[src/rtl/module_controlador_banco.sv]
// Register-file command sequencer: accepts one register-to-register command
// per handshake, reads operands through combinational read ports, runs a
// W-bit ALU and writes the result back to rd. The result and its flags are
// reported to the surrounding datapath with a one-cycle valid pulse.
module module_controlador_banco #(
  parameter  int N  = 32,
  parameter  int W  = 8,
  localparam int AW = $clog2(N)
) (
  input  logic          clk,
  input  logic          rst,
  input  logic          cmd_valid,
  output logic          cmd_ready,
  input  logic [2:0]    cmd_op,
  input  logic [AW-1:0] cmd_rs1,
  input  logic [AW-1:0] cmd_rs2,
  input  logic [AW-1:0] cmd_rd,
  input  logic [W-1:0]  cmd_imm,
  output logic [AW-1:0] rf_addr_rs1,
  output logic [AW-1:0] rf_addr_rs2,
  output logic [AW-1:0] rf_addr_rd,
  output logic          rf_we,
  output logic [W-1:0]  rf_data_in,
  input  logic [W-1:0]  rf_rs1,
  input  logic [W-1:0]  rf_rs2,
  output logic          res_valid,
  output logic [W-1:0]  res_data,
  output logic          res_zero,
  output logic          res_carry
);

  localparam logic [2:0] OP_ADD  = 3'b000;
  localparam logic [2:0] OP_SUB  = 3'b001;
  localparam logic [2:0] OP_AND  = 3'b010;
  localparam logic [2:0] OP_OR   = 3'b011;
  localparam logic [2:0] OP_XOR  = 3'b100;
  localparam logic [2:0] OP_ADDI = 3'b101;
  localparam logic [2:0] OP_LI   = 3'b110;
  localparam logic [2:0] OP_RD   = 3'b111;

  typedef enum logic [2:0] {
    S_IDLE,
    S_READ,
    S_EXEC,
    S_WRITE,
    S_DONE
  } state_t;

  state_t        state;

  // Latched command fields and captured operands
  logic [2:0]    op_q;
  logic [AW-1:0] rd_q;
  logic [W-1:0]  imm_q;
  logic [W-1:0]  opa_q;
  logic [W-1:0]  opb_q;

  // Result registered at the end of EXEC, published on entry to DONE
  logic [W-1:0]  result_q;
  logic          zero_q;
  logic          carry_q;

  // ALU outputs
  logic [W:0]    alu_wide;
  logic [W-1:0]  alu_res;
  logic          alu_carry;

  // ALU on the captured operands; the W+1-bit wide path yields carry/borrow
  always_comb begin
    // NOTE: every signal driven here gets a default first so no path leaves it unassigned (no latch).
    alu_wide  = '0;
    alu_res   = '0;
    alu_carry = 1'b0;
    case (op_q)
      OP_ADD: begin
        alu_wide  = {1'b0, opa_q} + {1'b0, opb_q};
        alu_res   = alu_wide[W-1:0];
        alu_carry = alu_wide[W];
      end
      OP_SUB: begin
        // Top bit of the wide difference is the borrow (rs1 < rs2 unsigned)
        alu_wide  = {1'b0, opa_q} - {1'b0, opb_q};
        alu_res   = alu_wide[W-1:0];
        alu_carry = alu_wide[W];
      end
      OP_AND:  alu_res = opa_q & opb_q;
      OP_OR:   alu_res = opa_q | opb_q;
      OP_XOR:  alu_res = opa_q ^ opb_q;
      OP_ADDI: begin
        alu_wide  = {1'b0, opa_q} + {1'b0, imm_q};
        alu_res   = alu_wide[W-1:0];
        alu_carry = alu_wide[W];
      end
      OP_LI:   alu_res = imm_q;
      OP_RD:   alu_res = opa_q;
      default: alu_res = '0;
    endcase
  end

  // Sequencer FSM with registered handshake, register-file and result outputs
  always_ff @(posedge clk or posedge rst) begin
    // NOTE: state is updated with non-blocking assignments so every register samples pre-edge values.
    if (rst) begin
      state       <= S_IDLE;
      cmd_ready   <= 1'b0;
      op_q        <= '0;
      rd_q        <= '0;
      imm_q       <= '0;
      opa_q       <= '0;
      opb_q       <= '0;
      result_q    <= '0;
      zero_q      <= 1'b0;
      carry_q     <= 1'b0;
      rf_addr_rs1 <= '0;
      rf_addr_rs2 <= '0;
      rf_addr_rd  <= '0;
      rf_we       <= 1'b0;
      rf_data_in  <= '0;
      res_valid   <= 1'b0;
      res_data    <= '0;
      res_zero    <= 1'b0;
      res_carry   <= 1'b0;
    end else begin
      case (state)
        S_IDLE: begin
          if (cmd_valid && cmd_ready) begin
            op_q        <= cmd_op;
            rd_q        <= cmd_rd;
            imm_q       <= cmd_imm;
            rf_addr_rs1 <= cmd_rs1;
            rf_addr_rs2 <= cmd_rs2;
            cmd_ready   <= 1'b0;
            state       <= S_READ;
          end else begin
            cmd_ready   <= 1'b1;
          end
        end
        S_READ: begin
          opa_q <= rf_rs1;
          opb_q <= rf_rs2;
          state <= S_EXEC;
        end
        S_EXEC: begin
          result_q   <= alu_res;
          zero_q     <= (alu_res == '0);
          carry_q    <= alu_carry;
          // Register 0 is hard-wired zero and RD only reports, so neither writes back
          rf_we      <= (op_q != OP_RD) && (rd_q != '0);
          rf_addr_rd <= rd_q;
          rf_data_in <= alu_res;
          state      <= S_WRITE;
        end
        S_WRITE: begin
          rf_we       <= 1'b0;
          rf_addr_rd  <= '0;
          rf_data_in  <= '0;
          rf_addr_rs1 <= '0;
          rf_addr_rs2 <= '0;
          res_valid   <= 1'b1;
          res_data    <= result_q;
          res_zero    <= zero_q;
          res_carry   <= carry_q;
          state       <= S_DONE;
        end
        S_DONE: begin
          res_valid <= 1'b0;
          cmd_ready <= 1'b1;
          state     <= S_IDLE;
        end
        default: begin
          cmd_ready <= 1'b0;
          state     <= S_IDLE;
        end
      endcase
    end
  end

endmodule

[config.mk]
export PLATFORM = sky130hd
export DESIGN_NAME = module_controlador_banco
export DESIGN_NICKNAME = d
export VERILOG_FILES = /design/src/rtl/module_controlador_banco.sv
export SDC_FILE = /design/constraint.sdc
export NUM_CORES = 1
export LEC_CHECK = 0
export ABC_AREA = 1
export CORE_ASPECT_RATIO = 1.25
export CORE_MARGIN = 8
export CORE_UTILIZATION = 64
export DETAILED_ROUTE_END_ITERATION = 6
export DONT_BUFFER_PORTS = 1
export PLACE_DENSITY_LB_ADDON = 0.08
export SLEW_MARGIN = 10
export SYNTH_ARGS = -nofsm -noshare
export SYNTH_HDL_FRONTEND = slang
export SYNTH_SLANG_ARGS = --single-unit
[constraint.sdc]
create_clock -name clk -period 3.65 [get_ports clk]
set_clock_uncertainty 0.2 [all_clocks]
set_input_delay 0.73 -clock clk [delete_from_list [all_inputs] [get_ports clk]]
set_output_delay 0.73 -clock clk [all_outputs]
set_load 0.01 [all_outputs]
==> out/metrics.cfg, run 1 <==
[clocking]
numClockSinks=81
clk_pin_slew_ns=0.09
h-tree-depth=3
clockBufferDepth=2
numCtsBuffers=9
cts_tree=built
cts.root.buffer_cell=clkbuf_8
insertion_delay_ns=0.35
cts_hold_buffers=0
cts_setup_buffers=0
cts_resized=0

[synth]
synth_edf_count=0
netlist_instances=658
yosys_most_used_dff=dfrtp_1
synth.avg_cell_area_um2=7.43
synth_area_um2=4890
synthTopCellsByArea=dfrtp_1 41%, nand2_1 16%, ha_1 8.2%
yosys.area.top_type_share=0.415
yosysSeqAreaShare=0.415
synth_seq_cells=81
ys_types=35
yosysWarnings=0
yosysTopAreaCell=dfrtp_1
async_flop_share=1.00
syn_nets=738

[timing]
drv_slew=0
worstMarginPinSlew_ns=1.18
final.period_utilization=0.651
rsz0062_at_grt=false
fmax_mhz=421
max-slew-margin-rel=0.210
layout_min_cycle_time_ns=2.37
setup-violations-final=0
finalWorstSetupSlack_ns=1.28
setup_tns_ns=0
finalHoldViolCount=0

[critical_path]
rr_startpoint=imm_q[0]$_DFFE_PP0P_
startpoint=imm_q[0]$_DFFE_PP0P_
rrSetupSlack_ns=1.28
slowest_stage=dfrtp_1
crit_fanout=4
worstPathArrival_ns=2.46
cp-endpoint=zero_q$_DFFE_PP0P_
rr_worst_depth=13
critical_path.max_stage_delay_ns=0.47
start_kind=flip-flop
r2r-end=zero_q$_DFFE_PP0P_
path_depth=13
critPathKind=reg -> reg
worst-path-buf-inv=1
crit_chain=ha_1, fa_1, inv_1, nand2_1, nand2_1, nor2_1, nor2_1, nand3_1, nand2_1, nand3_1, nor2_1, nand3_1, o21bai_2
crit_path_end_kind=flip-flop
critPathRequiredTime_ns=3.73
critical_path.top_delay_family=adder cells

[grt]
grt_max_degree=34
overflow=0
antenna_found_initial=0
grt_pass1_vias=4264
grt_pass1_wl_um=20400
globalRouteTotalUtil=0.240

[min_path]
min_path_type=in -> async

[floorplanning]
dieArea_um2=10700
row_count=35
fp.dieH_um=114
io_pins=81
core_area_um2=7400
initial_core_util=0.660
die_w_um=94.2

[drt]
wl_per_cell_um=16.4
vias=4233
drt_iter0_drc=346
first_pass_iters=5
wirelength_um=12300
antenna_left=0
viasPerCell=5.64
drc=0

[pwr]
peakVddDrop_mv=0.589
leakage_nw=2.75
p_clk_frac=0.112
seqPwrFrac=0.321
p_comb_frac=0.568
switching_share=0.523
p_per_area_nw_per_um2=1090
p_int_mw=2.65
total_power_mw=5.56
p_sw_mw=2.91

[final_layout]
drive_above_1_share=0.0638
diodes=0
num-fill-cells=626
multi_input_area_um2=2420
final_cell_mix=209 x nand2_1, 81 x dfrtp_1, 78 x inv_1, 67 x nand3_1, 50 x nor2_1
register_area_um2=2030
layout.cells.most_common=nand2_1
syn2layout_area_growth_pct=4.76
final_nets=733

[run]
max_cap_viol_count=0

[outcome]
status=finished, final reports clean

[placement]
dp_hpwl_um=9870
gp_congestion=0.989
portBuffers=0
pre_cts_ws_ns=1.33

## worst min path at each step
stage / to
6_report: rf_addr_rs1[3]$_DFFE_PP0P_
5_1_grt: rf_addr_rs1[3]$_DFFE_PP0P_
4_1_cts: rf_addr_rs1[3]$_DFFE_PP0P_
3_5_place_dp: res_data[3]$_DFFE_PP0P_
3_3_place_gp: res_data[7]$_DFFE_PP0P_
2_1_floorplan: res_data[0]$_DFFE_PP0P_
## routing by layer
metal / vias up / wire, um / global-route usage / part of all wire
met3: 40 / 826 / 0.0506 / 0.067
met2: 169 / 6220 / 0.408 / 0.51
met5: - / 0 / 0 / 0
met1: 1942 / 4740 / 0.272 / 0.39
met4: 0 / 505 / 0.131 / 0.041
li1: 2082 / - / - / -
## synthesized netlist by cell type (2+ instances only)
cell / n
o211ai_1: 2
ha_1: 32
nand2_1: 209
xor2_1: 2
buf_2: 4
nor3_1: 3
a21oi_1: 29
o21ai_1: 3
nor2_4: 3
nor2_1: 50
inv_1: 79
nand3_2: 2
buf_6: 2
clkbuf_1: 12
nand3_1: 67
o21bai_1: 3
nand4_1: 16
o21ai_0: 32
fa_1: 3
dfrtp_1: 81
inv_2: 8
buf_4: 3
## layout make-up
type | instances | share of cell area
timing repair buffer | 5 | 0.00733
inverter | 87 | 0.0640
clock inverter | 6 | 0.0100
tap | 92 | 0.0225
sequential | 81 | 0.396
multi-input combinational | 469 | 0.473
clock buffer | 10 | 0.0269
## power by group through the flow
stage	combinational (mW)	sequential, mW	clock, mW
3_5_place_dp	3.12	1.80	0
3_3_place_gp	3.06	1.79	0
4_1_cts	3.13	1.78	0.633
2_1_floorplan	2.54	1.62	0
6_report	3.15	1.78	0.621
5_1_grt	3.61	1.84	0.670
## cells by family after synthesis
group	synth area share
and+or+nand+nor	0.314
DFF	0.415
buffers and inverters	0.0894
adders and majority gates	0.0942
AOI/OAI and AO/OA	0.0837
xor gates and xnor gates	0.00359
## registers in the layout, summed over array words and instances (netlist names)
signal / cells
carry_q: 1
cmd_ready: 1
imm_q: 8
op_q: 3
opa_q: 8
opb_q: 8
rd_q: 5
res_carry: 1
res_data: 8
res_valid: 1
res_zero: 1
result_q: 8
rf_addr_rd: 5
rf_addr_rs1: 5
rf_addr_rs2: 5
rf_data_in: 8
rf_we: 1
state: 3
zero_q: 1
## through the flow
step	instances	instance area, um2	hold WS, ns	util
after CTS	750	5120	0.0812	0.692
after detailed placement	734	4930	0.252	0.666
final	750	5120	0.0685	0.692
after global placement	734	4930	0.259	0.666
after global routing	750	5120	0.0976	0.692
after floorplan	658	4890	0.237	-
No activity file was read; power rests on OpenSTA's default activity.
==> run 2, diff against run 1 <==
==> constraint.sdc (replaced) <==
create_clock -name clk -period 2.4 [get_ports clk]
set_clock_uncertainty 0.2 [all_clocks]
set_input_delay 0.48 -clock clk [delete_from_list [all_inputs] [get_ports clk]]
set_output_delay 0.48 -clock clk [all_outputs]
set_load 0.01 [all_outputs]
==> run 2 against run 1 <==
Global-route usage increased by 0.66 points. Clock power grew 72%. Routed wire length up 7.0%. Combinational power rose by 69%. Via count rose by 2.2%. Design area rose by 4.1%. Worst hold slack worse by 0.034 ns.
==> out/metrics.cfg, run 2 (synthesis results as in run 1) <==
[timing]
drv_slew=0  ; unchanged
worstMarginPinSlew_ns=0.598  ; -0.584 ns
max-slew-margin-rel=0.600  ; +0.391
layout_min_cycle_time_ns=2.27  ; -0.106 ns
setup-violations-final=0  ; unchanged
final.period_utilization=0.946  ; +0.295
fmax_mhz=441  ; +4.7%
finalHoldViolCount=0  ; unchanged

[final_layout]
multi_input_area_um2=2450  ; +1.2%
diodes=0  ; unchanged
final_util=0.720  ; +0.0282
register_area_um2=2030  ; unchanged
syn2layout_area_growth_pct=9.04
layout.cells.most_common=nand2_1
drive_above_1_share=0.102  ; +0.0384
fin_cells=767  ; +2.3%
num-fill-cells=608  ; -2.9%
final_area_um2=5330  ; +4.1%
final_nets=750  ; +2.3%
final_cell_mix=209 x nand2_1, 81 x dfrtp_1, 74 x inv_1, 67 x nand3_1, 50 x nor2_1

[clocking]
cts.root.buffer_cell=clkbuf_8
clockBufferDepth=2  ; unchanged
numClockSinks=81  ; unchanged
clk_pin_slew_ns=0.09  ; about the same
insertion_delay_ns=0.36  ; about the same
numCtsBuffers=9  ; unchanged
cts_tree=built
h-tree-depth=3  ; unchanged

[run]
max_cap_viol_count=0  ; unchanged

[placement]
placed_cells_incl_taps=746  ; +1.6%
portBuffers=0  ; unchanged
dpl_cell_area_um2=5050  ; +2.4%
gp_congestion=1.01  ; +1.8%
dp_hpwl_um=10300  ; +4.1%

[min_path]
holdPathStages=2
hold_end=imm_q[7]$_DFFE_PP0P_
min_path_type=in -> reg
min_from=cmd_imm[7]

[critical_path]
start_kind=flip-flop
crit_fanout=3  ; -1
slowest_stage=fa_2
critPathRequiredTime_ns=2.49  ; -1.24 ns
rrSetupSlack_ns=0.13  ; -1.14 ns
rr_startpoint=opa_q[0]$_DFFE_PP0P_
critical_path.top_delay_family=adder cells
critical_path.max_stage_delay_ns=0.53  ; +0.06 ns
rr_worst_depth=13  ; unchanged
worst-path-buf-inv=2  ; +1
r2r-end=zero_q$_DFFE_PP0P_
crit_chain=inv_1, ha_1, fa_2, inv_1, nand3_1, nand2_1, nor2_1, nand2_1, nand2_1, nand3_1, nor2_1, nand3_1, o21bai_2
worstPathArrival_ns=2.36  ; -0.10 ns
crit_path_end_kind=flip-flop
critPathKind=reg -> reg

[floorplanning]
dieArea_um2=10700  ; unchanged
die_w_um=94.2  ; unchanged
io_pins=81  ; unchanged
row_count=35  ; unchanged
core_area_um2=7400  ; unchanged
fp.dieH_um=114  ; unchanged
initial_core_util=0.660  ; unchanged

[grt]
grtUsageMet2=0.423  ; +0.0149
globalRouteTotalUtil=0.247  ; +0.00660
overflow=0  ; unchanged
top_usage_layer=met2
use_met1=0.284  ; +0.0118
antenna_found_initial=0  ; unchanged
grt_max_degree=34  ; unchanged
met3_usage=0.0466  ; -0.00394
grt_pass1_vias=4189  ; -1.8%
grt_pass1_wl_um=20700  ; +1.6%

[pwr]
p_per_area_nw_per_um2=1690  ; +56%
leakage_nw=2.83  ; +2.9%
total_power_mw=9.01  ; +62%
peakVddDrop_mv=0.855  ; +45%

[drt]
wirelength_um=13200  ; +7.0%
vias=4327  ; +2.2%
first_pass_iters=5  ; unchanged
wl_per_cell_um=17.2  ; +4.6%
drc=0  ; unchanged
antenna_left=0  ; unchanged
viasPerCell=5.64  ; about the same
drt_iter0_drc=352  ; +1.7%

[outcome]
status=finished, final reports clean

## run 2: cell count changes in the layout (fill, tap and decap cells not counted), moves of 3 or more
cell / before / now
ha_1: 32 / 28
inv_1: 78 / 74
buf_4: 5 / 19
inv_2: 8 / 12
ha_2: 0 / 3
## run 2: final cells by class
type	instances	area share
flip-flops and latches	81	0.380
clock inverters	6	0.0139
inverters	87	0.0620
multi-input cells	469	0.460
repair buffers	22	0.0362
clock buffers	10	0.0258
well taps	92	0.0216
## run 2: power breakdown
part	internal, mW	total [mW]	leakage (nW)	switching (mW)
combinational	1.88	5.31	1.74	3.43
sequential	1.99	2.63	0.995	0.645
clock	0.522	1.07	0.101	0.546
## run 2: what timing repair did
| action | CTS | global route |
|---|---|---|
| endpoints found under the setup margin | 0 | 8 |
| hold buffers | 1 | 0 |
| gates resized for setup | 0 | 12 |
| setup buffers | 0 | 4 |
| endpoints found under the hold margin | 23 | 0 |
## run 2: worst max-delay path by stage
stage / startpoint / end / slack, ns / cells after the start
floorplan: opa_q[0]$_DFFE_PP0P_ / zero_q$_DFFE_PP0P_ / 0.36 / 13
global placement: opb_q[4]$_DFFE_PP0P_ / zero_q$_DFFE_PP0P_ / 0.11 / 12
detailed placement: opb_q[4]$_DFFE_PP0P_ / zero_q$_DFFE_PP0P_ / 0.07 / 12
CTS: opb_q[4]$_DFFE_PP0P_ / zero_q$_DFFE_PP0P_ / 0.04 / 12
global route: opb_q[2]$_DFFE_PP0P_ / zero_q$_DFFE_PP0P_ / -0.00007 / 12
finish: opa_q[0]$_DFFE_PP0P_ / zero_q$_DFFE_PP0P_ / 0.13 / 13
## run 2: through the flow
step           hold slack (ns)  worst slack (ns)  setup TNS (ns)
2_1_floorplan            0.237             0.359               0
3_3_place_gp             0.237             0.108               0
3_5_place_dp             0.252            0.0669               0
4_1_cts                 0.0317            0.0389               0
5_1_grt                 0.0327        -0.0000713      -0.0000713
6_report                0.0340             0.131               0
## run 2: metal layers
layer	vias to the layer above	part of all wire
li1	2113	-
met1	1987	0.39
met2	192	0.50
met3	35	0.067
met4	0	0.038
met5	-	0
## run 2: worst register-to-register path, delay by kind of cell, from the launching register on
kind / cells / cell delay, ns
fa+ha+maj: 2 / 0.76
simple gates: 8 / 0.63
buf+inv: 2 / 0.12
flops: 1 / 0.39
compound gates: 1 / 0.11
==> edit 1 (config.mk and constraints of run 2) <==
The parameter `W` goes from 8 to 9.
--- a/src/rtl/module_controlador_banco.sv
+++ b/src/rtl/module_controlador_banco.sv
@@ -6,3 +6,3 @@
   parameter  int N  = 32,
-  parameter  int W  = 8,
+  parameter  int W  = 9,
   localparam int AW = $clog2(N)
Interface: changed (5 resized); port bits go from 81 to 86. No check against the original RTL was run, so the function may have changed too.
==> edit 1 against run 2 <==
- wire length rose by 16%
- total power is 14% higher
- sequential cell count grew 6
- sequential power increased by 6%
- synthesized area grew 7.1%
- cell area rose by 10%
- worst setup slack got worse by 0.11 ns
- critical path depth is 2 higher
- largest cell class unchanged
==> edit 1: results (changes against run 2) <==
[synthesis]
synth.avg_cell_area_um2 = 7.43  ; about the same
yosys_warnings = 0  ; unchanged
synthTopCellsByArea = dfrtp_1 42%, nand2_1 15%, ha_1 8.6%  ; was dfrtp_1 41%, nand2_1 16%, ha_1 8.2%
yosysUniqueCellTypes = 34  ; was 35
synth_fp_nets = 791  ; was 738
synthArstFlopShare_pct = 100  ; unchanged
yosysSeqAreaShare_pct = 41.6  ; was 41.5%
synthTopCellsByCount = 210 x nand2_1, 87 x dfrtp_1, 80 x inv_1, 72 x nand3_1, 57 x nor2_1  ; was 209 x nand2_1, 81 x dfrtp_1, 79 x inv_1, 67 x nand3_1, 50 x nor2_1
synth_flop_cell = dfrtp_1  ; unchanged

[sta]
worst_pin_slew_ns = 0.502  ; was 0.598 ns

[clock_network]
cts_tree = built  ; unchanged
cts.root.buffer_cell = clkbuf_8  ; unchanged
clockBufferDepth = 2  ; unchanged
clk_latency_ns = 0.36  ; about the same
cts_made_buffers = 9  ; unchanged
clkSlewWorstSetupHoldPaths_ns = 0.10

[global_routing]
grt_usage_pct = 27.6  ; was 24.7%
grt_pass1_wl_um = 24700  ; was 20700 um
first_global_vias = 4871  ; was 4189
grt_max_degree = 61  ; was 34

[setup_path]
r2r_setup_slack_ns = 0.02  ; was 0.13 ns
path_max_fanout = 4  ; was 3
arrival_ns = 2.48  ; was 2.36 ns
rr_startpoint = opa_q[0]  ; unchanged
reg2reg_depth = 15  ; was 13
critPathCapture = zero_q  ; unchanged

[placed_design]
place_inst = 823  ; was 746
portBuffers = 0  ; unchanged
hpwl_um = 12200  ; was 10300 um
place.gp.congestion = 0.996  ; was 1.01

[routing]
wire_per_inst_um = 18.2  ; was 17.2 um
drtIter0Drc = 352  ; unchanged
viasPerCell = 5.77  ; was 5.64
vias = 4860  ; was 4327
drc_errors = 0  ; unchanged

[finish]
fin_nets = 828  ; was 750
drive_above_1_share_pct = 13.5  ; was 10.2%
fillers = 630  ; was 608

[power_and_ir_drop]
p_leak_nw = 3.13  ; was 2.83 nW
ir_drop_mv = 1.16  ; was 0.855 mV

[min_path]
hold_class = input port to register  ; unchanged

[run_status]
status = completed  ; unchanged

==> edit 1: changes by cell type after synthesis, moves of 5 or more <==
cell | before | now
a21oi_1 | 29 | 36
nor2_1 | 50 | 57
dfrtp_1 | 81 | 87
o21ai_1 | 3 | 9
nand3_1 | 67 | 72
nand4_1 | 16 | 21
==> edit 1: critical path: stages, from the launching register on <==
cell	delay (ns)
dfrtp_2	0.43
ha_2	0.21
inv_1	0.06
fa_2	0.51
inv_1	0.05
nand3_1	0.07
nand2_1	0.06
nor2_1	0.08
nand2_1	0.08
nand2_1	0.06
nand3_1	0.07
nor2_1	0.12
nand2_1	0.07
nor2_1	0.10
nand3_1	0.09
nand2_1	0.06
==> edit 1: how the worst min path moves through the flow <==
stage                      from              to  slack [ns]  cells past startpoint
floorplan           result_q[0]     res_data[0]        0.24                      2
global placement            rst     res_data[4]        0.26                      2
detailed placement      carry_q       res_carry        0.26                      2
CTS                  cmd_rs1[3]  rf_addr_rs1[3]        0.02                      2
global route         cmd_rs1[3]  rf_addr_rs1[3]        0.03                      2
finish               cmd_imm[1]        imm_q[1]        0.03                      2
==> edit 1: stage by stage <==
| step | instance area [um^2] | worst slack [ns] | TNS [ns] | util, % |
|---|---|---|---|---|
| global route | 5870 | -0.143 | -0.829 | 72.5 |
| finish | 5870 | 0.0223 | 0 | 72.5 |
| detailed placement | 5590 | -0.0367 | -0.0367 | 69.0 |
| CTS | 5840 | 0.000608 | 0 | 72.1 |
| floorplan | 5240 | 0.259 | 0 | - |
| global placement | 5590 | 0.0358 | 0 | 69.0 |
==> edit 1: kinds of logic after synthesis <==
| family | share of synthesized area [%] |
|---|---|
| and+or+nand+nor | 31.1 |
| DFF | 41.6 |
| AOI/OAI and AO/OA | 9.11 |
| buffers and inverters | 8.37 |
| adders and majority gates | 9.76 |
==> edit 1: repair_timing <==
action,in CTS,in global routing
endpoints found under the setup margin,2,12
endpoints found under the hold margin,87,0
pin swaps,4,3
hold buffers,1,0
resized for setup,9,11
buffers inserted,3,0
==> edit 1: power breakdown <==
group          switching, mW  leakage [nW]  internal [mW]
combinational           4.06          1.96           2.38
sequential             0.658          1.07           2.13
clock                  0.569        0.0977          0.492
==> edit 1: layout make-up <==
type / instances / share of cell area (%)
multi-input cells: 505 / 45.3
flip-flops and latches: 87 / 37.1
clock buffers: 9 / 2.11
inverters: 92 / 5.95
well taps: 97 / 2.07
clock inverters: 7 / 1.34
repair buffers: 46 / 6.14
==> edit 1: routing by layer <==
layer  share of wire, %  GRT usage [%]  wire length, um
met1                 39           30.5             5910
met2                 51           49.6             7810
met3                6.8           6.28             1040
met4                3.7           13.2              567
met5                  0              0                0
==> edit 2 (settings of run 2) <==
Made on the original files. Make the reset (`rst`) synchronous in one clocked block.
--- a/src/rtl/module_controlador_banco.sv
+++ b/src/rtl/module_controlador_banco.sv
@@ -100,3 +100,3 @@
   // Sequencer FSM with registered handshake, register-file and result outputs
-  always_ff @(posedge clk or posedge rst) begin
+  always_ff @(posedge clk) begin
     // NOTE: state is updated with non-blocking assignments so every register samples pre-edge values.
Formal check against the unedited RTL: differs if rst is asserted again (counterexample within 4 cycles, from zero or initial values and one cycle with rst high); with rst held inactive, the same outputs for 10 cycles.
==> edit 2 against run 2 <==
- global-route usage rose by 1.2 points
- wire length fell by 1.0%
- worst setup slack got worse by 0.032 ns
- largest cell class unchanged
- via count rose by 1.6%
- sequential cell count did not move
- synthesized area fell by 6.7%
- non-clock buffer count fell by 6
- fmax fell by 1.4%
- final cell count fell by 0.78%
- critical path depth fell by 2
- cell area fell by 7.4%
Power is not compared: it rests on default switching activity, and its combinational part moved more than twofold at a synthesized area within 25%.
==> edit 2: results (changes against run 2) <==
[synthesis]
synthArstFlopShare_pct = 0  ; was 100%
synthTopCellsByArea = dfxtp_1 36%, nand2_1 11%, ha_1 8.8%  ; was dfrtp_1 41%, nand2_1 16%, ha_1 8.2%
synth.avg_cell_area_um2 = 6.87  ; was 7.43 um^2
yosysUniqueCellTypes = 32  ; was 35
synthTopCellsByCount = 137 x nand2_1, 81 x dfxtp_1, 79 x inv_1, 71 x a21oi_1, 65 x nor2_1  ; was 209 x nand2_1, 81 x dfrtp_1, 79 x inv_1, 67 x nand3_1, 50 x nor2_1

[global_routing]
grt_pass1_wl_um = 20700  ; about the same
grt_max_degree = 36  ; was 34
grt_use_met1_pct = 27.2  ; was 28.4%
grt_usage_pct = 25.9  ; was 24.7%
grtUsageMet3_pct = 6.44  ; was 4.66%

[finish]
seqCellArea_mm2 = 0.00163  ; was 0.00203 mm^2
inverters = 83  ; was 87
fin_nets = 744  ; was 750
clkCellAreaFrac_pct = 3.86  ; was 3.97%
nClkBuffers = 11  ; was 10
diodes = 2  ; was 0
multi_input_area_share_pct = 51.6  ; was 46.0%
fillers = 598  ; was 608
multi_input_cells = 473  ; was 469
buffers = 16  ; was 22
layout.nonclk_buf_share_pct = 2.84  ; was 3.62%
drive_above_1_share_pct = 8.52  ; was 10.2%
seq_cells = 81  ; unchanged

[routing]
wire_per_inst_um = 17.1  ; was 17.2 um
viasPerCell = 5.78  ; was 5.64
met2_length_um = 6540  ; was 6640 um
drt-met1-wl_um = 4950  ; was 5140 um
wl_met3_um = 916  ; was 879 um
drtIter0Drc = 303  ; was 352
vias = 4398  ; was 4327

[min_path]
hold_start = cmd_imm[0]  ; was cmd_imm[7]
worst_hold_path.endpoint = imm_q[0]  ; was imm_q[7]

[clock_network]
ctsHoldBuffers = 3  ; was 1

[setup_path]
slowest_delay_ns = 0.44  ; was 0.53 ns
rr_startpoint = imm_q[0]  ; was opa_q[0]
arrival_ns = 2.38  ; was 2.36 ns
regToRegEndpoint = zero_q  ; unchanged

[sta]
worst_pin_slew_ns = 1.12  ; was 0.598 ns
holdWs_ns = 0.0704  ; was 0.0340 ns

[placed_design]
place.gp.congestion = 0.948  ; was 1.01
hpwl_um = 9990  ; was 10300 um

[run_status]
status = completed  ; unchanged

edit 2: cell types whose count changed in the layout (fill, tap and decap cells not counted), moves of 14 or more:
cell     before  now
nor2_1       50   64
nand2_1     209  137
a21oi_1      28   70
dfrtp_1      81    0
dfxtp_1       0   77
o21ai_0      32   58
edit 2: kinds of logic (layout without fill, tap and decap cells):
logic type | count (synthesis) | in the layout | share of synthesized area (%)
DFF | 81 | 81 | 35.6
other | 0 | 2 | 0
AOI/OAI and AO/OA | 139 | 139 | 15.7
xor gates and xnor gates | 2 | 2 | 0.384
adders and majority gates | 35 | 35 | 10.1
and+or+nand+nor | 297 | 297 | 28.7
buffers and inverters | 110 | 115 | 9.55
edit 2: per-stage QoR:
step / setup WS, ns / area (um^2)
floorplan: 0.351 / 4560
global placement: 0.0352 / 4660
detailed placement: 0.0175 / 4660
CTS: 0.000157 / 4880
global route: -0.0164 / 4930
finish: 0.0990 / 4930
